File: config.mk
export PLATFORM = sky130hd
export DESIGN_NAME = if_id_skid_flat
export DESIGN_NICKNAME = d
export VERILOG_FILES = /design/src/rtl/if_id_skid_if.sv /design/src/rtl/if_id_skid.sv /design/src/flat_wrapper.sv
export SDC_FILE = /design/constraint.sdc
export NUM_CORES = 1
export LEC_CHECK = 0
export ABC_AREA = 1
export CAP_MARGIN = 20
export CORE_MARGIN = 2
export CORE_UTILIZATION = 50
export DETAILED_ROUTE_END_ITERATION = 7
export PLACE_DENSITY = 0.83
export SLEW_MARGIN = 20
export SYNTH_ARGS = -nofsm -noshare
export SYNTH_HDL_FRONTEND = slang
export SYNTH_SLANG_ARGS = --single-unit
File: constraint.sdc
create_clock -name clk -period 2 [get_ports clk]
set_clock_uncertainty 0.05 [all_clocks]
set_input_delay 0.5 -clock clk [delete_from_list [all_inputs] [get_ports clk]]
set_output_delay 0.5 -clock clk [all_outputs]
set_load 0.02 [all_outputs]
File: src/rtl/if_id_skid_if.sv
// Fetch-to-decode handshake bundle for the if_id_skid elastic pipeline register.
// slave is the buffer's view, master is the fetch/decode environment's view.
interface if_id_skid_if #(
    parameter int unsigned INST_W = 32,
    parameter int unsigned PC_W   = 10
);
    logic              in_valid;
    logic              in_ready;
    logic [INST_W-1:0] instIn;
    logic [PC_W-1:0]   NPCIn;
    logic              flush;
    logic              out_valid;
    logic              out_ready;
    logic [INST_W-1:0] instOut;
    logic [PC_W-1:0]   NPCOut;
    logic [1:0]        occ;

    modport slave (
        input  in_valid, instIn, NPCIn, flush, out_ready,
        output in_ready, out_valid, instOut, NPCOut, occ
    );

    modport master (
        output in_valid, instIn, NPCIn, flush, out_ready,
        input  in_ready, out_valid, instOut, NPCOut, occ
    );
endinterface

File: src/rtl/if_id_skid.sv
// Two-entry skid buffer between fetch and decode. Handshake outputs decode the
// state register only, so decode backpressure never reaches fetch combinationally.
module if_id_skid #(
    parameter int unsigned       INST_W   = 32,
    parameter int unsigned       PC_W     = 10,
    parameter logic [INST_W-1:0] NOP_INST = '0
) (
    input  logic          clk,
    input  logic          reset,
    if_id_skid_if.slave   bus
);

    typedef struct packed {
        logic [INST_W-1:0] inst;
        logic [PC_W-1:0]   npc;
    } entry_t;

    typedef enum logic [1:0] {
        EMPTY = 2'd0,
        ONE   = 2'd1,
        TWO   = 2'd2
    } state_e;

    localparam entry_t BUBBLE = {NOP_INST, PC_W'(0)};

    state_e state_q, state_d;
    entry_t main_q, main_d;
    entry_t skid_q, skid_d;
    entry_t in_entry_c;
    logic   in_ready_c;
    logic   out_valid_c;
    logic   push_c;
    logic   pop_c;

    assign in_entry_c  = {bus.instIn, bus.NPCIn};
    assign in_ready_c  = (state_q != TWO);
    assign out_valid_c = (state_q != EMPTY);
    assign push_c      = bus.in_valid & in_ready_c;
    assign pop_c       = out_valid_c & bus.out_ready;

    // State and storage registers; reset and flush both return to a bubble.
    always_ff @(posedge clk or negedge reset) begin
        if (!reset) begin
            state_q <= EMPTY;
            main_q  <= BUBBLE;
            skid_q  <= BUBBLE;
        end else begin
            state_q <= state_d;
            main_q  <= main_d;
            skid_q  <= skid_d;
        end
    end

    // Next state; flush overrides any push/pop in the same cycle.
    always_comb begin
        state_d = state_q;
        main_d  = main_q;
        skid_d  = skid_q;
        if (bus.flush) begin
            state_d = EMPTY;
            main_d  = BUBBLE;
            skid_d  = BUBBLE;
        end else begin
            unique case (state_q)
                EMPTY: begin
                    if (push_c) begin
                        state_d = ONE;
                        main_d  = in_entry_c;
                    end
                end
                ONE: begin
                    if (push_c && pop_c) begin
                        main_d = in_entry_c;
                    end else if (push_c) begin
                        state_d = TWO;
                        skid_d  = in_entry_c;
                    end else if (pop_c) begin
                        state_d = EMPTY;
                        main_d  = BUBBLE;
                    end
                end
                TWO: begin
                    // Skid is always the younger entry, so it promotes to main.
                    if (pop_c) begin
                        state_d = ONE;
                        main_d  = skid_q;
                    end
                end
                default: begin
                    state_d = EMPTY;
                    main_d  = BUBBLE;
                    skid_d  = BUBBLE;
                end
            endcase
        end
    end

    assign bus.in_ready  = in_ready_c;
    assign bus.out_valid = out_valid_c;
    assign bus.occ       = 2'(state_q);
    assign bus.instOut   = main_q.inst;
    assign bus.NPCOut    = main_q.npc;

endmodule

File: src/flat_wrapper.sv
// flat-port wrapper written by rule: the top's interface ports become plain ports
module if_id_skid_flat 
#(
    parameter int unsigned       INST_W   = 32,
    parameter int unsigned       PC_W     = 10,
    parameter logic [INST_W-1:0] NOP_INST = '0
)
  (clk, reset, bus_in_valid, bus_instIn, bus_NPCIn, bus_flush, bus_out_ready, bus_in_ready, bus_out_valid, bus_instOut, bus_NPCOut, bus_occ);
  if_id_skid_if #(.INST_W(INST_W), .PC_W(PC_W)) bus_i ();
  input  logic clk;
  input  logic reset;
  input wire logic [$bits(bus_i.in_valid)-1:0] bus_in_valid;
  input wire logic [$bits(bus_i.instIn)-1:0] bus_instIn;
  input wire logic [$bits(bus_i.NPCIn)-1:0] bus_NPCIn;
  input wire logic [$bits(bus_i.flush)-1:0] bus_flush;
  input wire logic [$bits(bus_i.out_ready)-1:0] bus_out_ready;
  output wire logic [$bits(bus_i.in_ready)-1:0] bus_in_ready;
  output wire logic [$bits(bus_i.out_valid)-1:0] bus_out_valid;
  output wire logic [$bits(bus_i.instOut)-1:0] bus_instOut;
  output wire logic [$bits(bus_i.NPCOut)-1:0] bus_NPCOut;
  output wire logic [$bits(bus_i.occ)-1:0] bus_occ;
  assign bus_i.in_valid = bus_in_valid;
  assign bus_i.instIn = bus_instIn;
  assign bus_i.NPCIn = bus_NPCIn;
  assign bus_i.flush = bus_flush;
  assign bus_i.out_ready = bus_out_ready;
  assign bus_in_ready = bus_i.in_ready;
  assign bus_out_valid = bus_i.out_valid;
  assign bus_instOut = bus_i.instOut;
  assign bus_NPCOut = bus_i.NPCOut;
  assign bus_occ = bus_i.occ;
  if_id_skid #(.INST_W(INST_W), .PC_W(PC_W), .NOP_INST(NOP_INST)) u_core (.clk(clk), .reset(reset), .bus(bus_i));
endmodule
==> flow_summary.toml, run 1 <==
[min_path]
hold_class = "in2async"

[critical_path]
reg2regPathDepth = 8
cp.arrival_ns = 1.38
cp_top_family = "buffers and inverters"
critPathSlowestCell = "clkdlybuf4s50_1"
timing.rr.start = "u_core.bus.occ[1]"
r2r_setup_slack_ns = 0.21
crit_chain = "clkdlybuf4s50_1"
slowest_delay_ns = 0.63
r2r_end = "u_core.bus.instOut[23]"
path_class = "reg2out"
crit_fanout = 2
cp-end-kind = "primary output"
worst-endpoint-required_ns = 1.45
crit_buf_inv = 1
startpoint_type = "flip-flop"

[synth]
async_reset_ff_share_pct = 100
synth_ff_type = "dfrtp_1"
synth-seq-area-share_pct = 54.0
synth_commonest_cells = "342 x nand2_1, 86 x dfrtp_1, 31 x o21ai_0"
synth_area_leaders = "dfrtp_1 54%, nand2_1 32%, o21ai_0 3.9%"
synth-seq-cells = 86
synth.avg_cell_area_um2 = 7.60
synth_edf_count = 0
syn-num-nets = 571
yosysMostFrequentCell = "nand2_1"
yosysTopAreaCellShare_pct = 54.0
yosys_warnings = 0
synth_cell_types = 22
netlist_area_um2 = 3980
syn_inst = 524
synth_top_area_cell = "dfrtp_1"

[final_layout]
layout.cells.non_filler = 723
syn_to_final_growth_pct = 33.8
drive_gt1_share_pct = 8.53
diodes = 0
layout.nets = 663
final_util_pct = 69.0

[placement]
dp_hpwl_um = 6690
port-buffer-count = 92
place_congestion = 0.961
place_inst = 707

[timing]
slew_violations = 0
slew_headroom_pct = 63.0
hold_viol = 0
fin_setup_tns_ns = 0
fmax_mhz = 519
rsz0062_at_grt = "yes"
worst_pin_slew_ns = 0.556
fin_crit_sh_pct = 96.3
fin_crit_ns = 1.93
setup_viol = 0

[grt]
gr-total-overflow = 0
grt_start_max_net_pins = 44
antenna_found_initial = 0
grt_util_all_layers_pct = 25.1
grt_pass1_vias = 3614
grt_pass1_wl_um = 17300

[floorplanning]
start_util_pct = 51.6
dieArea_um2 = 8700
io_pins = 93
core.rowCount = 32
die_height_um = 93.3
die_w_um = 93.3
coreArea_um2 = 7730

[pwr]
total_leakage_power_nw = 2.69
cellPowerDensity_nw_per_um2 = 841
ir_drop_mv = 0.406

[run_status]
outcome = "completed"

[routing]
drt_iter0_markers = 262
drc = 0
wirelength_um = 9880
dr.pass1.iters = 4
final_antenna_net_count = 0
vias_per_cell = 5.03
wl_per_cell_um = 13.7
via_count = 3640

[clocking]
cts.sinks = 86
cts-root-buf = "clkbuf_8"
cts_tree = "built"
clk_path_buf_depth = 2
cts_buffers = 9
ctsHoldBuffers = 0
clk-insertion-delay-late_ns = 0.36
htree_levels = 3
cts_setup_buffers = 0
clk_pin_slew_worst_paths_ns = 0.08
postCtsResizedCells = 3

[job]
max-cap-violations = 0
power by group:
part	total [W]	leakage, nW	internal (W)	switching, W
Clock	0.00121	0.0956	0.000579	0.000632
Combinational	0.00122	1.43	0.000521	0.000702
Sequential	0.00205	1.16	0.00193	0.000119
final cells by class:
| class | count | area [um2] |
|---|---|---|
| Clock inverter | 7 | 72.6 |
| Clock buffer | 9 | 124 |
| Sequential cell | 86 | 2150 |
| Inverter | 7 | 26.3 |
| Tap cell | 102 | 128 |
| Timing Repair Buffer | 110 | 1160 |
| Fill cell | 619 | 2400 |
| Multi-Input combinational cell | 402 | 1670 |
flip-flops by register name (all words and copies together), names as in the netlist:
register	count
u_core.bus.NPCOut	10
u_core.bus.instOut	32
u_core.bus.occ	2
u_core.skid_q	42
how the worst max path moves through the flow:
stage | slack [ns] | from | to | cells after the start
after CTS | 0.03 | u_core.bus.occ[1] | bus_occ[1] | 1
final | 0.07 | u_core.bus.instOut[6] | bus_instOut[6] | 1
after detailed placement | -0.03 | bus_out_ready | u_core.bus.instOut[26] | 7
after global routing | -0.008 | u_core.bus.occ[0] | bus_out_valid | 3
after global placement | 0.02 | bus_out_ready | u_core.skid_q[32] | 7
after floorplan | 0.23 | u_core.bus.occ[1] | bus_in_ready | 4
metal layers:
metal	wire length [um]	track usage [%]	part of all wire, %	vias up
met5	0	0	0	-
met1	4350	32.5	44	1749
li1	-	-	-	1789
met4	102	7.72	1.0	0
met3	403	4.51	4.1	11
met2	5020	43.0	51	91
metrics by stage:
| step | power, W | hold slack (ns) | area [um2] | setup slack [ns] |
|---|---|---|---|---|
| final | 0.00448 | 0.0771 | 5330 | 0.0748 |
| after global routing | 0.00474 | 0.100 | 5330 | -0.00833 |
| after CTS | 0.00451 | 0.0823 | 5320 | 0.0319 |
| after detailed placement | 0.00331 | 0.415 | 5130 | -0.0313 |
| after global placement | 0.00328 | 0.413 | 5130 | 0.0230 |
| after floorplan | 0.00270 | 0.154 | 3980 | 0.233 |
logic make-up after synthesis:
logic type             count (synthesis)  synth area share [%]
AOI/OAI and AO/OA                     45                  6.63
buffers and inverters                 36                  4.71
DFF                                   86                  54.0
and+or+nand+nor                      357                  34.6
cells in the final DEF, fill, tap and decap left out, types with 2 or more instances in the layout:
master	netlist	layout
clkinvlp_4	0	2
buf_4	8	10
o21ai_0	31	31
inv_1	5	5
inv_2	2	2
clkinv_2	0	2
nand4_1	2	2
dfrtp_1	86	86
clkdlybuf4s50_1	0	87
o21ai_2	10	10
o21ai_1	2	2
nand3_2	2	2
clkbuf_8	0	9
nand3_1	5	5
buf_12	0	8
nor2_4	1	2
dlygate4sd2_1	0	2
nand2_1	342	342
nor2_1	3	3
Note: power is estimated with default switching activity, not from simulation.
==> run 2, diff against run 1 <==
- ABC_AREA: 1 -> not set
- CORE_MARGIN: 2 -> not set
- CORE_UTILIZATION: 50 -> 51
==> run 2 against run 1 <==
Effect of this change:
- flip-flop and latch count stayed put
- count of clock-buffer cells in the layout rose by 4
- utilization shrank 0.58 points
- largest power group unchanged
- synthesized area increased by 9.9%
- sequential power decreased by 6%
- register-to-register slack worse by 0.06 ns
- sequential share of layout area is 2.2 points lower
- fmax down 0.60%
- routed wire length up 8.4%
- power shrank 11%
==> flow_summary.toml, run 2 <==
[critical_path]
worst-endpoint-required_ns = 1.45
startpoint_type = "flip-flop"
cp.depth = 1
cp_top_family = "buffers and inverters"
r2r_setup_slack_ns = 0.15
r2r_end = "u_core.bus.instOut[16]"
path_class = "reg2out"
slowest_delay_ns = 0.63
crit_chain = "clkdlybuf4s50_1"
cp-end-kind = "primary output"
startpoint = "u_core.bus.instOut[13]"
crit_fanout = 2
reg2regPathDepth = 4
timing.rr.start = "u_core.bus.occ[1]"
crit_buf_inv = 1
crit_path_end = "bus_instOut[13]"
cp.arrival_ns = 1.39
critPathSlowestCell = "clkdlybuf4s50_1"

[timing]
fin_crit_sh_pct = 96.8
rsz0062_at_grt = "no"
fmax_mhz = 516
setup_viol = 0
slew_violations = 0
hold_viol = 0
slew_headroom_pct = 54.3
fin_hold_ws_ns = 0.0253
worst_pin_slew_ns = 0.683
fin_crit_ns = 1.94

[routing]
via_count = 3407
drt_iter0_markers = 206
final_antenna_net_count = 0
dr.pass1.iters = 4
wl_per_cell_um = 18.2
wirelength_um = 10700
vias_per_cell = 5.79
drc = 0

[placement]
port-buffer-count = 92
placed_area_um2 = 5440
place_congestion = 0.786
dp_hpwl_um = 6610

[clocking]
clk_path_buf_depth = 2
clk-insertion-delay-late_ns = 0.36
cts_setup_buffers = 0
cts_buffers = 9
cts-root-buf = "clkbuf_8"
cts_tree = "built"
clk_pin_slew_worst_paths_ns = 0.08
htree_levels = 3
cts.sinks = 86

[final_layout]
final_cell_area_um2 = 5650
final_cell_mix = "87 x clkdlybuf4s50_1, 84 x mux2i_1, 84 x dfrtp_1"
layout.nets = 525
largest_reg_flops = 42
layout_commonest_cell = "clkdlybuf4s50_1"
drive_gt1_share_pct = 8.70
largest-register = "u_core.skid_q"
diodes = 0
syn_to_final_growth_pct = 29.0

[synth]
netlist_area_um2 = 4380
yosysTopAreaCellShare_pct = 49.2
yosys_warnings = 0
yosysMostFrequentCell = "dfrtp_1"
synth_top_area_cell = "dfrtp_1"
syn_inst = 393
synth_ff_type = "dfrtp_1"
synth_area_leaders = "dfrtp_1 49%, mux2i_1 19%, a22o_1 8.6%"
synth.avg_cell_area_um2 = 11.1
syn-num-nets = 440
async_reset_ff_share_pct = 100
synth_cell_types = 22
synth_edf_count = 0
synth-seq-cells = 86
synth_commonest_cells = "86 x dfrtp_1, 85 x mux2i_1, 44 x nand2_1"
synth-seq-area-share_pct = 49.2

[pwr]
cellPowerDensity_nw_per_um2 = 707
total_leakage_power_nw = 2.43
p_comb_share_pct = 22.5
p_int_w = 0.00283
power_frac_clock_pct = 29.1
seqPwrFrac_pct = 48.4
ir_drop_mv = 0.342
switching_power_w = 0.00116
swShare_pct = 29.1

[grt]
antenna_found_initial = 0
grt_pass1_wl_um = 17300
grt_util_all_layers_pct = 25.4
grt_pass1_vias = 3440
gr-total-overflow = 0
grt_start_max_net_pins = 45

[run_status]
outcome = "completed"

[floorplanning]
dieArea_um2 = 8960
die_height_um = 94.7
die_w_um = 94.7
start_util_pct = 53.0
core.rowCount = 33
io_pins = 93
coreArea_um2 = 8260

[min_path]
hold_class = "in2async"

[job]
max-cap-violations = 0
## run 2: final cells by class
type                            instances  area, um2
Clock buffer                           13        169
Clock inverter                          3       17.5
Fill cell                             626       2610
Inverter                               42        158
Multi-Input combinational cell        233       1910
Sequential cell                        86       2150
Tap cell                              105        131
Timing Repair Buffer                  106       1110
## run 2: cell families after synthesis
logic type	after synthesis	synth area share, %
AO/OA/AOI/OAI	89	17.6
flip-flops	86	49.2
multiplexers	85	19.4
buffers and inverters	75	8.23
AND/OR/NAND/NOR	58	5.57
## run 2: how the worst min path moves through the flow
| stage | start | end | cells after the start |
|---|---|---|---|
| floorplan | reset | u_core.bus.NPCOut[0] | 0 |
| detailed placement | reset | u_core.bus.NPCOut[8] | 1 |
| global placement | reset | u_core.bus.NPCOut[8] | 1 |
| finish | reset | u_core.bus.instOut[0] | 1 |
| CTS | reset | u_core.bus.NPCOut[8] | 1 |
| global route | reset | u_core.bus.NPCOut[8] | 1 |
## run 2: layer usage
layer	wire (um)	track usage, %	vias up	part of all wire (%)
met2	5250	40.8	107	49
met4	173	9.72	0	1.6
li1	-	-	1563	-
met3	480	4.03	15	4.5
met5	0	0	-	0
met1	4800	34.6	1722	45
## run 2: timing repair
action                     in CTS  in global routing
gates cloned                    1                  0
hold endpoints to repair        0                  0
gates resized for setup         6                  4
hold buffers                    0                  0
pin swaps                       1                  3
setup endpoints to repair      45                 35
## run 2: stage by stage
| step | setup WS, ns | std cells | power [W] | TNS [ns] | utilization [%] |
|---|---|---|---|---|---|
| after floorplan | 0.238 | 393 | 0.00242 | 0 | - |
| after global placement | -0.451 | 571 | 0.00282 | -18.91 | 65.9 |
| after detailed placement | -0.571 | 571 | 0.00285 | -26.77 | 65.9 |
| after CTS | 0.00990 | 588 | 0.00402 | 0 | 68.3 |
| after global routing | 0.00190 | 588 | 0.00416 | 0 | 68.4 |
| final | 0.0631 | 588 | 0.00399 | 0 | 68.4 |
## run 2: power by group through the flow
stage	combinational (W)	sequential (W)	clock [W]
floorplan	0.000388	0.00204	0
global placement	0.000862	0.00196	0
detailed placement	0.000888	0.00196	0
CTS	0.000900	0.00193	0.00119
global route	0.000965	0.00195	0.00125
finish	0.000898	0.00193	0.00116
==> run 3, diff against run 2 <==
==> constraint.sdc (replaced) <==
create_clock -name clk -period 2 [get_ports clk]
set_clock_uncertainty 0.05 [all_clocks]
set_input_delay 0.5 -clock clk [delete_from_list [all_inputs] [get_ports clk]]
set_output_delay 0.5 -clock clk [all_outputs]
set_load 0.1 [all_outputs]
==> run 3 against run 2 <==
Effect of this change:
- the run now ends with setup timing left
- count of clock-buffer cells in the layout decreased by 1
- cell count increased by 1.4%
- flip-flop and latch count unchanged
- sequential share of layout area decreased by 3.5 points
- fmax decreased by 3.7%
- non-clock buffer count increased by 8
- critical endpoint is now bus_out_valid
==> flow_summary.toml, run 3 (same netlist as run 2, synthesis figures left out) <==
[final_layout]
syn_to_final_growth_pct = 42.6
diodes = 0
final_cell_mix = "85 x mux2i_1, 84 x dfrtp_1, 54 x buf_12"
drive_gt1_share_pct = 18.5
largest-register = "u_core.skid_q"
layout.cells.non_filler = 596
fillers = 515
layout.nets = 533
layout_commonest_cell = "mux2i_1"
largest_reg_flops = 42

[pwr]
cellPowerDensity_nw_per_um2 = 804
total_leakage_power_nw = 2.70
ir_drop_mv = 0.411

[routing]
dr.pass1.iters = 5
wl_per_cell_um = 19.4
vias_per_cell = 5.97
wirelength_um = 11600
final_antenna_net_count = 0
drc = 0
drt_iter0_markers = 260
via_count = 3561

[run_status]
violations = "setup timing"
outcome = "finished with violations"

[critical_path]
cp-end-kind = "primary output"
reg2regPathDepth = 4
path_class = "reg2out"
crit_fanout = 11
critPathSlowestCell = "dfrtp_4"
crit_buf_inv = 2
crit_chain = "buf_6, or2_4, buf_12"
startpoint = "u_core.bus.occ[0]"
slowest_delay_ns = 0.52
startpoint_type = "flip-flop"
cp.depth = 3
timing.rr.start = "u_core.bus.occ[1]"
cp_top_family = "flip-flops"
worst-endpoint-required_ns = 1.45
cp.arrival_ns = 1.46

[clocking]
cts-root-buf = "clkbuf_8"
cts_buffers = 9
clk-insertion-delay-late_ns = 0.36
clk_path_buf_depth = 2
cts_tree = "built"
cts.sinks = 86
htree_levels = 3
clk_pin_slew_worst_paths_ns = 0.08

[floorplanning]
die_w_um = 94.7
core.rowCount = 33
coreArea_um2 = 8260
io_pins = 93
start_util_pct = 53.0
dieArea_um2 = 8960
die_height_um = 94.7

[job]
max-cap-violations = 0

[grt]
grt_start_max_net_pins = 43
antenna_found_initial = 0
grt_util_all_layers_pct = 27.6
grt_pass1_wl_um = 18700
gr-total-overflow = 0
grt_pass1_vias = 3659

[timing]
setup_viol = 1
rsz0062_at_grt = "yes"
fmax_mhz = 497
worst_pin_slew_ns = 0.658
slew_headroom_pct = 56.0
slew_violations = 0
fin_crit_ns = 2.01
fin_crit_sh_pct = 101
hold_viol = 0
setup_ws_ns = -0.0121

[placement]
dp_slack_ns = -0.467
port-buffer-count = 92
dp_hpwl_um = 7340
place_inst = 577
place_congestion = 0.841

[min_path]
hold_class = "reg2reg"
hold_depth = 2
worstHoldStart = "u_core.skid_q[5]"
-- run 3: cell types whose count changed in the layout (fill, tap and decap cells not counted), sizes merged, moves of 2 or more --
cell / previous run / this run
dlygate4sd2: 2 / 0
buf: 15 / 68
clkbuf: 14 / 12
bufinv: 0 / 3
clkdlybuf4s50: 87 / 45
-- run 3: final timing paths --
kind / slack, ns / to
setup reg to reg: 0.16 / u_core.bus.instOut[8]
setup / recovery: -0.01 / bus_out_valid
hold / removal: 0.48 / u_core.skid_q[5]
max in group asynchronous: 0.74 / u_core.bus.instOut[11]
min in group asynchronous: 0.53 / u_core.skid_q[30]
hold reg to reg: 0.48 / u_core.skid_q[5]
-- run 3: tightest hold or removal path, stage by stage (launching register included) --
cell and delay (ns):
dfrtp_1 0.38, inv_1 0.05, mux2i_1 0.06
-- run 3: repair_timing --
item                       in CTS  in global routing
hold buffers                    1                  0
cloned                          1                  0
setup endpoints to repair      44                 44
setup buffers                   0                  1
pin swaps                       1                  0
hold endpoints to repair        1                  0
resized for setup               4                  3
-- run 3: area by class of cell --
type | count | area, um2 | area share, %
multi-input cells | 233 | 1910 | 30.6
flip-flops and latches | 86 | 2160 | 34.6
repair buffers | 114 | 1650 | 26.5
clock buffers | 12 | 135 | 2.17
well taps | 105 | 131 | 2.11
inverters | 42 | 158 | 2.53
clock inverters | 4 | 95.1 | 1.52
-- run 3: report_power, final --
group / leakage, nW / switching [W] / internal, W
combinational: 1.42 / 0.000960 / 0.000609
clock: 0.115 / 0.000639 / 0.000831
sequential: 1.16 / 0.000121 / 0.00186
-- run 3: per-layer routing --
| layer | vias up | wire length [um] | global-route usage, % |
|---|---|---|---|
| met2 | 148 | 5890 | 46.2 |
| met4 | 0 | 206 | 9.60 |
| li1 | 1577 | - | - |
| met5 | - | 0 | 0 |
| met3 | 21 | 691 | 4.67 |
| met1 | 1815 | 4800 | 36.3 |
-- run 3: through the flow --
stage | hold slack (ns) | total power [W] | setup TNS [ns] | instance area [um2] | util (%)
global route | 0.501 | 0.00516 | -0.0317 | 6240 | 75.6
finish | 0.475 | 0.00502 | -0.0121 | 6240 | 75.6
global placement | 0.382 | 0.00351 | -16.23 | 5960 | 72.1
CTS | 0.476 | 0.00501 | -0.0388 | 6220 | 75.3
floorplan | 0.154 | 0.00289 | 0 | 4390 | -
detailed placement | 0.386 | 0.00355 | -22.82 | 5960 | 72.1
